**config.mk**
```make
export PLATFORM = sky130hd
export DESIGN_NAME = pipeline_scoreboard
export DESIGN_NICKNAME = d
export VERILOG_FILES = /design/src/rtl/rv_pipe_pkg.sv /design/src/rtl/sb_countdown.sv /design/src/rtl/pipeline_scoreboard.sv
export SDC_FILE = /design/constraint.sdc
export NUM_CORES = 1
export LEC_CHECK = 0
export CAP_MARGIN = 30
export CORE_ASPECT_RATIO = 1.2
export CORE_MARGIN = 4
export CORE_UTILIZATION = 45
export DETAILED_ROUTE_END_ITERATION = 12
export GPL_TIMING_DRIVEN = 0
export PLACE_DENSITY_LB_ADDON = 0.3
export SYNTH_ARGS = -nofsm -noshare
export SYNTH_HDL_FRONTEND = slang
export SYNTH_SLANG_ARGS = --single-unit
```
**constraint.sdc**
```tcl
create_clock -name clk -period 31.7 [get_ports clk]
set_clock_uncertainty 0.2 [all_clocks]
set_input_delay 6.34 -clock clk [delete_from_list [all_inputs] [get_ports clk]]
set_output_delay 6.34 -clock clk [all_outputs]
set_load 0.05 [all_outputs]
```
**src/rtl/rv_pipe_pkg.sv**
```systemverilog
// rv_pipe_pkg: shared instruction-class, bank and latency definitions for the issue scoreboard
package rv_pipe_pkg;
  typedef enum logic [1:0] {
    CLS_ALU  = 2'b00,
    CLS_LOAD = 2'b01,
    CLS_MUL  = 2'b10,
    CLS_FPU  = 2'b11
  } iclass_e;
  typedef enum logic {
    BANK_GPR = 1'b0,
    BANK_FPR = 1'b1
  } bank_e;
  localparam int LAT_ALU      = 1;
  localparam int LAT_LOAD_DEF = 2;
  localparam int LAT_MUL_DEF  = 3;
  localparam int LAT_FPU_DEF  = 4;
  localparam int MAX_LAT_DEF  = 8;
  function automatic int class_lat(input iclass_e c, input int ll, input int lm, input int lf);
    return c == CLS_ALU ? LAT_ALU : c == CLS_LOAD ? ll : c == CLS_MUL ? lm : lf;
  endfunction
endpackage

```
**src/rtl/sb_countdown.sv**
```systemverilog
// sb_countdown: one register's cycles-until-forwardable countdown; a load overrides the decrement
module sb_countdown #(
  parameter int W = 4
) (
  input  logic         clk,
  input  logic         rst,
  input  logic         load,
  input  logic [W-1:0] load_val,
  output logic [W-1:0] cnt,
  output logic         active_d
);
  logic [W-1:0] cnt_d, cnt_q;
  always_comb begin
    cnt_d = load ? load_val : (cnt_q != '0 ? cnt_q - 1'b1 : cnt_q);
  end
  assign active_d = cnt_d != '0;
  assign cnt      = cnt_q;
  always_ff @(posedge clk or posedge rst) begin
    if (rst) cnt_q <= '0;
    else     cnt_q <= cnt_d;
  end
endmodule

```
**src/rtl/pipeline_scoreboard.sv**
```systemverilog
// pipeline_scoreboard: RAW/WAW/writeback-port interlock for issue, with per-register countdowns
module pipeline_scoreboard
  import rv_pipe_pkg::*;
#(
  parameter int NUM_REGS = 32,
  parameter int LAT_LOAD = LAT_LOAD_DEF,
  parameter int LAT_MUL  = LAT_MUL_DEF,
  parameter int LAT_FPU  = LAT_FPU_DEF,
  parameter int MAX_LAT  = MAX_LAT_DEF
) (
  input  logic                        clk,
  input  logic                        rst,
  input  logic                        issue_valid,
  input  logic [$clog2(NUM_REGS)-1:0] issue_rs1,
  input  logic [$clog2(NUM_REGS)-1:0] issue_rs2,
  input  logic                        issue_rs1_bank,
  input  logic                        issue_rs2_bank,
  input  logic                        issue_rd_bank,
  input  logic                        issue_rs1_used,
  input  logic                        issue_rs2_used,
  input  logic [$clog2(NUM_REGS)-1:0] issue_rd,
  input  logic                        issue_we,
  input  logic [1:0]                  issue_class,
  input  logic                        flush,
  output logic                        issue_ready,
  output logic                        busy,
  output logic [31:0]                 stall_cycles
);
  localparam int IW = $clog2(NUM_REGS);
  localparam int CW = $clog2(MAX_LAT + 1);

  if (LAT_LOAD < 1 || LAT_LOAD > MAX_LAT || LAT_MUL < 1 || LAT_MUL > MAX_LAT ||
      LAT_FPU < 1 || LAT_FPU > MAX_LAT) begin : g_lat_check
    $fatal(1, "pipeline_scoreboard: every latency must lie in 1..MAX_LAT");
  end

  logic [CW-1:0]         cnt [2][NUM_REGS];
  logic [2*NUM_REGS-1:0] act_d;
  logic [CW-1:0]         lat, lat_m1;
  logic                  raw, waw, port, fire, rd_live, load_en;
  logic [MAX_LAT:1]      slot_q, slot_post, slot_d;
  logic [31:0]           stall_q, stall_d;
  logic                  busy_q, busy_d;

  // All hazard checks look at pre-update state; slot check uses the post-shift position
  always_comb begin
    lat         = CW'(class_lat(iclass_e'(issue_class), LAT_LOAD, LAT_MUL, LAT_FPU));
    lat_m1      = lat - 1'b1;
    raw         = (issue_rs1_used && cnt[issue_rs1_bank][issue_rs1] != '0) ||
                  (issue_rs2_used && cnt[issue_rs2_bank][issue_rs2] != '0);
    waw         = issue_we && cnt[issue_rd_bank][issue_rd] > lat_m1;
    slot_post   = slot_q >> 1;
    port        = issue_we && slot_post[lat];
    issue_ready = !issue_valid || !(raw || waw || port);
    fire        = issue_valid && issue_ready && !flush;
    rd_live     = issue_we && !(issue_rd_bank == BANK_GPR && issue_rd == '0);
    load_en     = fire && rd_live;
    slot_d      = slot_post | (load_en ? MAX_LAT'(1) << lat_m1 : '0);
    stall_d     = (issue_valid && !issue_ready && stall_q != '1) ? stall_q + 32'd1 : stall_q;
    busy_d      = (|slot_d) || (|act_d);
  end

  for (genvar b = 0; b < 2; b++) begin : g_bank
    for (genvar r = 0; r < NUM_REGS; r++) begin : g_reg
      sb_countdown #(.W(CW)) u_cnt (
        .clk      (clk),
        .rst      (rst),
        .load     (load_en && issue_rd_bank == 1'(b) && issue_rd == IW'(r)),
        .load_val (lat_m1),
        .cnt      (cnt[b][r]),
        .active_d (act_d[b*NUM_REGS+r])
      );
    end
  end

  always_ff @(posedge clk or posedge rst) begin
    if (rst) begin
      slot_q  <= '0;
      stall_q <= '0;
      busy_q  <= 1'b0;
    end else begin
      slot_q  <= slot_d;
      stall_q <= stall_d;
      busy_q  <= busy_d;
    end
  end

  assign busy         = busy_q;
  assign stall_cycles = stall_q;
endmodule

```
==> flow_summary.json <==
{
  "async_flop_share_pct": 100.0,
  "wire_per_inst_um": 33.27,
  "worst_pin_slew_ns": 1.115,
  "cts_resized": 0,
  "finalHoldViolCount": 0,
  "synthesis.nets": 2775,
  "max_stage_delay_ns": 0.81,
  "total_leakage_power_nw": 10.99,
  "clock_path_buffers": 3,
  "grt_max_degree": 116,
  "instances_no_fill": 3467,
  "fmax_mhz": 46.35,
  "netlist.area_leader.share_pct": 32.67,
  "crit_path_end_kind": "output pin",
  "row_count": 89,
  "power.density_nw_per_um2": 112.4,
  "crit_slowest_cell": "clkdlybuf4s50_1",
  "grtUsageMet1_pct": 51.73,
  "cp_max_fo": 10,
  "cts-root-buf": "clkbuf_16",
  "clock_sink_count": 296,
  "fp.dieArea_um2": 54060,
  "dp_cells": 3399,
  "critical_path_required_ns": 25.16,
  "overflow": 0,
  "cp_cell_sequence": "clkdlybuf4s50_1 > buf_4 > buf_2 > clkbuf_1 > buf_1 > buf_8 > clkbuf_1 > buf_8 > mux4_2 > mux4_2 > mux4_2 > ha_1 > nand2b_1 > a32oi_1 > nor2b_1 > nand4_1 > a31oi_1 > o41ai_2 > nor2_2 > buf_4 > buf_4 > nand2_2 > nand2_1 > clkdlybuf4s50_1",
  "io_buffers": 53,
  "core_area_um2": 49550,
  "grt_pass1_vias": 22150,
  "crit_type": "input port to output pin",
  "fin_crit_sh_pct": 68.07,
  "drc": 0,
  "grt_util_met3_pct": 9.544,
  "die_width_um": 212.9,
  "synth_ff_type": "dfrtp_1",
  "synth.avg_cell_area_um2": 8.476,
  "syn_area_um2": 22670,
  "drv_slew": 0,
  "yosysWarnings": 0,
  "postCtsSetupBuffers": 0,
  "first_pass_iters": 6,
  "syn_inst": 2675,
  "postRouteAntennaNets": 0,
  "grt.busiest_layer": "met2",
  "rsz0062_at_grt": "false",
  "cts_tree": "done",
  "setup_violations": 0,
  "hold_class": "register to register",
  "synth_seq_area_share_pct": 32.67,
  "grt_first_pass_wirelength_mm": 160.9,
  "htree_levels": 2,
  "cts_buffers": 37,
  "synth_area_leaders": "dfrtp_1 (33%), mux4_2 (7.6%), nor2_1 (6.2%), mux2i_1 (5.5%), a21oi_1 (5.2%)",
  "synth_edf_count": 0,
  "met2_usage_pct": 62.64,
  "start_util_pct": 45.76,
  "antenna_found_initial": 8,
  "fin_tns_setup_ns": 0,
  "cts.hold.buffers_added": 0,
  "dpl.hpwl_mm": 90.10,
  "track_usage_pct": 41.98,
  "critPathBufInv": 11,
  "final_layout_size_suffix_gt1_share_pct": 10.82,
  "yosys.area.top_type": "dfrtp_1",
  "maxCapViolCount": 0,
  "fp.dieH_um": 253.9,
  "ys_ff_latch": 296,
  "start_kind": "input port",
  "first_iter_violations": 2843,
  "totalWireLength_mm": 115.4,
  "clk_pin_slew_worst_paths_ns": 0.06,
  "finalPower_mw": 2.906,
  "clkLatencyLatePin_ns": 0.58,
  "ys_types": 84,
  "outcome": "completed",
  "finalInstanceArea_um2": 25850,
  "gp_routability_congestion": 1.083,
  "ios": 61,
  "vias": 23420,
  "syn2layout_area_growth_pct": 14.03,
  "arrival_ns": 15.04,
  "placedInstanceArea_um2": 24530,
  "fin_nets": 2901,
  "slew_headroom_pct": 25.69,
  "cpLargestDelayFamily": "buffers and inverters",
  "vias_per_cell": 6.755,
  "period_needed_ns": 21.58,
  "ir_drop_mv": 0.07394
}
per-stage QoR:
stage / hold WS (ns) / worst slack [ns] / util [%]
6_report: 0.2881 / 10.12 / 52.18
4_1_cts: 0.2913 / 10.43 / 52.17
3_5_place_dp: 0.2784 / 10.46 / 49.50
2_1_floorplan: 0.2459 / 14.05 / -
3_3_place_gp: 0.2722 / 9.621 / 48.44
5_1_grt: 0.3140 / 10.14 / 52.17
final timing paths:
| path | startpoint | endpoint | slack, ns | cells past startpoint |
|---|---|---|---|---|
| hold / removal | slot_q[8]$_DFF_PP0_ | slot_q[7]$_DFF_PP0_ | 0.29 | 1 |
| setup / recovery | issue_rd_bank | issue_ready | 10.12 | 24 |
| hold reg to reg | slot_q[8]$_DFF_PP0_ | slot_q[7]$_DFF_PP0_ | 0.29 | 1 |
| max in group asynchronous | rst | g_bank[0].g_reg[20].u_cnt.cnt[3]$_DFF_PP0_ | 24.05 | 3 |
| min in group asynchronous | rst | g_bank[1].g_reg[13].u_cnt.cnt[3]$_DFF_PP0_ | 6.08 | 2 |
| setup reg to reg | g_bank[0].g_reg[20].u_cnt.cnt[3]$_DFF_PP0_ | busy$_DFF_PP0_ | 23.49 | 20 |
cell usage after synthesis (all sizes together), types with 55 or more instances:
| master | count |
|---|---|
| nor2 | 377 |
| mux4 | 78 |
| or3 | 56 |
| nand2 | 204 |
| a21oi | 237 |
| dfrtp | 296 |
| xnor2 | 88 |
| mux2i | 124 |
| inv | 190 |
| nor4 | 55 |
| nor3 | 118 |
| o21ai | 95 |
| ha | 73 |
| clkbuf | 65 |
flip-flops by register name, indices dropped and copies added, names as in the netlist:
| signal | count |
|---|---|
| slot_q | 7 |
| stall_cycles | 32 |
| g_bank.g.u_cnt.cnt | 256 |
| busy | 1 |
cell families after synthesis:
logic type / Yosys count / share of synthesized area, %
AOI/OAI and AO/OA: 537 / 14.31
xor gates and xnor gates: 98 / 3.785
adders and majority gates: 73 / 4.028
buffers and inverters: 309 / 5.474
DFF: 296 / 32.67
muxes: 249 / 15.61
other: 2 / 0.03312
and+or+nand+nor: 1111 / 24.10
area by class of cell:
cell class | count | area [um^2]
flip-flops and latches | 296 | 7407
plain buffers | 119 | 533.0
clock inverters | 20 | 309.0
repair buffers | 87 | 1046
diodes | 1 | 2.502
fillers | 4592 | 23700
multi-input cells | 2070 | 14030
inverters | 190 | 720.7
well taps | 637 | 797.0
clock buffers | 47 | 1013
routing by layer:
layer  share of wire (%)  up-vias
li1                    -     9936
met1                  37    11500
met2                  43     1517
met3                 9.6      460
met4                  11        4
met5               0.022        -
worst register-to-register path: cells and delay by family (launching register included):
kind | cells | cell delay, ns
fa+ha+maj | 1 | 0.31
compound gates | 4 | 1.21
mux | 3 | 1.62
buf+inv | 4 | 1.25
flops | 1 | 0.36
simple gates | 8 | 3.11
power by group:
group | internal (mW) | switching [mW]
logic | 0.625 | 1.01
registers | 0.547 | 0.250
clock network | 0.285 | 0.188
total | 1.46 | 1.45
cell usage in the layout, fill, tap and decap left out, drive strengths merged, types with 88 or more instances in the layout:
cell | Yosys | layout
a21oi | 237 | 237
buf | 54 | 88
clkbuf | 65 | 112
dfrtp | 296 | 296
inv | 190 | 191
mux2i | 124 | 124
nand2 | 204 | 204
nor2 | 377 | 377
nor3 | 118 | 118
o21ai | 95 | 95
xnor2 | 88 | 88
Power figures use the tool's default switching activity.
